## src/rtl/uart_rx_block.sv

```systemverilog
// 8N1 UART receiver that assembles 2*BYTES little-endian bytes into operands A and B
// and pulses o_done once per complete pair.
module uart_rx_block #(
    parameter int SIZE_DATA      = 32,
    parameter int BAUDRATE_VALUE = 325
) (
    input  logic                 i_clk,
    input  logic                 i_rst,
    input  logic                 i_rx_en,
    input  logic                 i_rx_data,
    output logic [SIZE_DATA-1:0] o_data_a,
    output logic [SIZE_DATA-1:0] o_data_b,
    output logic                 o_done
);

    localparam int BYTES = SIZE_DATA / 8;
    localparam int CNT_W = $clog2(BAUDRATE_VALUE);
    localparam int IDX_W = $clog2(2 * BYTES);
    localparam logic [CNT_W-1:0] HALF_M1  = CNT_W'(BAUDRATE_VALUE / 2 - 1);
    localparam logic [CNT_W-1:0] FULL_M1  = CNT_W'(BAUDRATE_VALUE - 1);
    localparam logic [IDX_W-1:0] LAST_IDX = IDX_W'(2 * BYTES - 1);

    typedef enum logic [1:0] {
        IDLE  = 2'd0,
        START = 2'd1,
        DATA  = 2'd2,
        STOP  = 2'd3
    } state_t;

    state_t               state_r;
    logic [CNT_W-1:0]     cnt_r;
    logic [2:0]           bit_cnt_r;
    logic [7:0]           shift_r;
    logic [IDX_W-1:0]     byte_idx_r;
    logic [SIZE_DATA-1:0] stage_a_r;
    logic [SIZE_DATA-1:0] stage_b_r;
    logic [SIZE_DATA-1:0] stage_a_nxt_s;
    logic [SIZE_DATA-1:0] stage_b_nxt_s;
    logic                 rx_meta_r;
    logic                 rx_sync_r;
    logic                 rx_s;

    assign rx_s = rx_sync_r;

    // Two-flop synchronizer for the asynchronous serial line; idles high.
    always_ff @(posedge i_clk or posedge i_rst) begin
        if (i_rst) begin
            rx_meta_r <= 1'b1;
            rx_sync_r <= 1'b1;
        end else begin
            rx_meta_r <= i_rx_data;
            rx_sync_r <= rx_meta_r;
        end
    end

    // Staging words with the just-received byte merged into its lane, so the final
    // byte can be copied straight to the outputs on the accepting edge.
    always_comb begin
        stage_a_nxt_s = stage_a_r;
        stage_b_nxt_s = stage_b_r;
        for (int i = 0; i < BYTES; i++) begin
            stage_a_nxt_s[8*i +: 8] = (byte_idx_r == IDX_W'(i)) ? shift_r : stage_a_r[8*i +: 8];
            stage_b_nxt_s[8*i +: 8] = (byte_idx_r == IDX_W'(i + BYTES)) ? shift_r : stage_b_r[8*i +: 8];
        end
    end

    // Frame FSM, byte assembly and registered outputs.
    always_ff @(posedge i_clk or posedge i_rst) begin
        if (i_rst) begin
            state_r    <= IDLE;
            cnt_r      <= '0;
            bit_cnt_r  <= 3'd0;
            shift_r    <= 8'd0;
            byte_idx_r <= '0;
            stage_a_r  <= '0;
            stage_b_r  <= '0;
            o_data_a   <= '0;
            o_data_b   <= '0;
            o_done     <= 1'b0;
        end else begin
            o_done <= 1'b0;
            if (!i_rx_en) begin
                state_r    <= IDLE;
                cnt_r      <= '0;
                byte_idx_r <= '0;
            end else begin
                case (state_r)
                    IDLE: begin
                        if (!rx_s) begin
                            cnt_r   <= '0;
                            state_r <= START;
                        end
                    end
                    START: begin
                        if (cnt_r == HALF_M1) begin
                            cnt_r     <= '0;
                            bit_cnt_r <= 3'd0;
                            state_r   <= rx_s ? IDLE : DATA;
                        end else begin
                            cnt_r <= cnt_r + CNT_W'(1);
                        end
                    end
                    DATA: begin
                        if (cnt_r == FULL_M1) begin
                            cnt_r     <= '0;
                            shift_r   <= {rx_s, shift_r[7:1]};
                            bit_cnt_r <= bit_cnt_r + 3'd1;
                            if (bit_cnt_r == 3'd7) begin
                                state_r <= STOP;
                            end
                        end else begin
                            cnt_r <= cnt_r + CNT_W'(1);
                        end
                    end
                    STOP: begin
                        if (cnt_r == FULL_M1) begin
                            cnt_r   <= '0;
                            state_r <= IDLE;
                            // A low stop bit is a framing error: drop the byte, keep the index.
                            if (rx_s) begin
                                stage_a_r <= stage_a_nxt_s;
                                stage_b_r <= stage_b_nxt_s;
                                if (byte_idx_r == LAST_IDX) begin
                                    o_data_a   <= stage_a_nxt_s;
                                    o_data_b   <= stage_b_nxt_s;
                                    o_done     <= 1'b1;
                                    byte_idx_r <= '0;
                                end else begin
                                    byte_idx_r <= byte_idx_r + IDX_W'(1);
                                end
                            end
                        end else begin
                            cnt_r <= cnt_r + CNT_W'(1);
                        end
                    end
                    default: begin
                        state_r <= IDLE;
                        cnt_r   <= '0;
                    end
                endcase
            end
        end
    end

endmodule

```

## config.mk

```make
export PLATFORM = sky130hd
export DESIGN_NAME = uart_rx_block
export DESIGN_NICKNAME = d
export VERILOG_FILES = /design/src/rtl/uart_rx_block.sv
export SDC_FILE = /design/constraint.sdc
export NUM_CORES = 1
export LEC_CHECK = 0
export BUFFER_PORTS_ARGS = -buffer_cell sky130_fd_sc_hd__buf_2
export CORE_MARGIN = 5
export CORE_UTILIZATION = 60
export CTS_CLUSTER_DIAMETER = 60
export DETAILED_ROUTE_END_ITERATION = 12
export GPL_ROUTABILITY_DRIVEN = 0
export PLACE_DENSITY = 0.79
export SLEW_MARGIN = 20
export SYNTH_ARGS = -nofsm -noshare
export SYNTH_HDL_FRONTEND = slang
export SYNTH_SLANG_ARGS = --single-unit
```

## constraint.sdc

```tcl
create_clock -name i_clk -period 16 [get_ports i_clk]
set_clock_uncertainty 0.1 [all_clocks]
set_input_delay 3.2 -clock i_clk [delete_from_list [all_inputs] [get_ports i_clk]]
set_output_delay 3.2 -clock i_clk [all_outputs]
set_load 0.1 [all_outputs]
```

==> metrics.txt <==
gr ovfl total=0; synthesized cell area=6584 µm²; WP data arrival=1370 ps; NetSw=0.1638 mW; DP Area=6925 µm²; critical path type=reg2out; largest net degree at the start of global routing=78; Top FF cell, synth=dfrtp_1; GR Util met3=5.474%; Die Y=114.8 µm; Die Wd=114.8 µm; worst skew pair latency=530 ps; cts bufs inserted=17; post-synthesis sequential area ratio=56.29%; layout net count=626; Yosys reg bits=148; clock root buffer=clkbuf_8; Post-Syn Nets=579; sequential share of power=46.4%; Syn Inst Count=564; Int Power=0.6559 mW; commonest cells after routing, fill and taps aside=dfrtp_1, nand2_1, buf_2; global routing usage on met1=29.34%; initial core utilization=61.00%; Worst setup SP type=register; Top Family by Delay on Critical Path=buffers and inverters; initial antenna violation count=0; DRC violations left=0; ANT cells=0; Worst path slowest cell=buf_2; TritonCTS clock tree=yes; Yosys warning total=0; Clock H-tree levels=4; DP HPWL=8674 µm; vias in the first global route=4397; worst-path cell chain=buf_2; synth unique cells=43; Max Slew Vio Count=0; Synth area leaders=dfrtp_1, mux2_2, mux2i_1, nand2_1, o21ai_0; Die ar.=13170 µm²; number of synthesized flops with an enable pin=0; post-synthesis area per instance=11.67 µm²; design area=7561 µm²; post-route setup TNS=0 ps; largest stage delay on the critical path=450 ps; clock power share=51.6%; clock tree buffer depth=2; drt pass-1 iters=4; fin crit share=29.18%; wirelength, routed=13490 µm; clk sinks=148; status=completed; Gate power share=2.0%; vias per std cell=5.569; All-Layer GR Usage=22.06%; HP Class=reg2reg; Worst-path clk slew=60 ps; switch share=19.98%; post-CTS setup buffer count=0; final setup violation count=0; # hold bufs at CTS=0; Max Cap Violations=0; peak supply drop=60.99 µV; final count of hold timing violations=0; Worst Tran Pin Value=983.6 ps; Routed wire per std cell=17.66 µm; final core occ=70.06%; leading area contributor after synthesis=dfrtp_1; area delta synth->final=14.84%; worst path bufs/invs=1; share of cells above drive strength 1=27.56%; CP required=12700 ps; FP Rows=38; Slew Limit Headroom=34.29%; most common cell after layout, fill and taps aside=dfrtp_1; # port buffers=68; Pleak=3.892 nW; Peak Freq=214.2 MHz; Async SR Flop Fraction=100.0%; Post-DRT Antenna Nets=0; vias=4255; Final min period=4669 ps; unrepaired setup endpoints after global routing=false; IO Count=69; crit path max fanout=2; Core ar.=10790 µm²; met2 GRT Util=36.09%; post-cts sizing count=0; 1st-iter DRT viols=336; area fraction of the dominant cell type after synthesis=55.49%; crit end category=output port; GR peak layer=met2; power per standard cell area=108.4 nW/µm²; first-pass GRT wire length=22670 µm
==> registers in the layout, summed over array words and instances (netlist names) <==
register / count
bit_cnt_r: 3
rx_meta_r: 1
o_data_b: 32
o_done: 1
stage_b_r: 24
o_data_a: 32
state_r: 2
rx_s: 1
byte_idx_r: 3
cnt_r: 9
shift_r: 8
stage_a_r: 32
==> cells in the mapped netlist (3+ instances only) <==
| cell | n |
|---|---|
| nand3_1 | 3 |
| nor3_1 | 4 |
| buf_1 | 8 |
| a21oi_1 | 5 |
| o21ai_0 | 61 |
| ha_1 | 11 |
| mux2i_1 | 59 |
| dfrtp_1 | 146 |
| nand4_1 | 5 |
| nand2_1 | 97 |
| xnor2_1 | 3 |
| buf_2 | 14 |
| nor2_1 | 9 |
| inv_1 | 13 |
| clkbuf_1 | 17 |
| mux2_2 | 55 |
| nor2b_1 | 7 |
| mux2_4 | 8 |
==> power groups by stage <==
stage / Clock [mW] / Sequential [mW] / Combinational, mW
floorplan: 0 / 0.386 / 0.0120
global placement: 0 / 0.387 / 0.0157
detailed placement: 0 / 0.387 / 0.0163
CTS: 0.429 / 0.380 / 0.0165
global route: 0.448 / 0.380 / 0.0194
finish: 0.423 / 0.380 / 0.0161
==> layer usage <==
| metal | vias up | share of wire [%] |
|---|---|---|
| met1 | 2120 | 44 |
| met2 | 89 | 49 |
| li1 | 2021 | - |
| met5 | - | 0 |
| met4 | 0 | 1.9 |
| met3 | 25 | 4.8 |
==> through the flow <==
stage	std cells	hold WS (ps)	power [mW]	setup WS, ps
after floorplan	564	245.2	0.3978	8724
after global placement	732	251.1	0.4023	11020
after detailed placement	732	253.7	0.4030	10910
after CTS	764	262.9	0.8256	11310
after global routing	764	269.0	0.8482	11290
final	764	261.9	0.8196	11330
==> worst reg2reg max path: cells and delay by family, from the launching register on <==
kind	cells	cell delay [ps]
adders and majority gates	1	160
buffers and inverters	1	100
DFF	1	430
muxes	1	410
and+or+nand+nor	2	1410
==> kinds of logic (layout without fill, tap and decap cells) <==
family	Yosys count	after routing	share of synthesized area [%]
mux	122	122	20.20
xor+xnor	5	5	0.6653
buf+inv	57	117	3.858
compound gates	77	77	6.252
flops	148	148	56.29
simple gates	144	144	10.64
fa+ha+maj	11	11	2.090
==> area by class of cell <==
class	instances	area, µm²
clock buffers	25	494.2
clock inverters	7	141.4
fillers	769	3232
inverters	14	57.56
multi-input cells	359	2624
flip-flops and latches	148	3706
well taps	140	175.2
repair buffers	71	362.8
==> worst paths after layout <==
check | start | endpoint | slack [ps] | cells after the start
setup / recovery | o_data_b[5]$_DFFE_PP0P_ | o_data_b[5] | 11330 | 1
setup reg to reg | byte_idx_r[0]$_DFFE_PP0P_ | stage_a_r[17]$_DFFE_PP0P_ | 13270 | 5
hold / removal | rx_meta_r$_DFF_PP1_ | rx_s$_DFF_PP1_ | 260 | 0
min in group asynchronous | i_rst | stage_a_r[19]$_DFFE_PP0P_ | 2650 | 2
hold reg to reg | rx_meta_r$_DFF_PP1_ | rx_s$_DFF_PP1_ | 260 | 0
max in group asynchronous | i_rst | o_data_b[29]$_DFFE_PP0P_ | 11750 | 3
(Power assumes the default switching activity.)
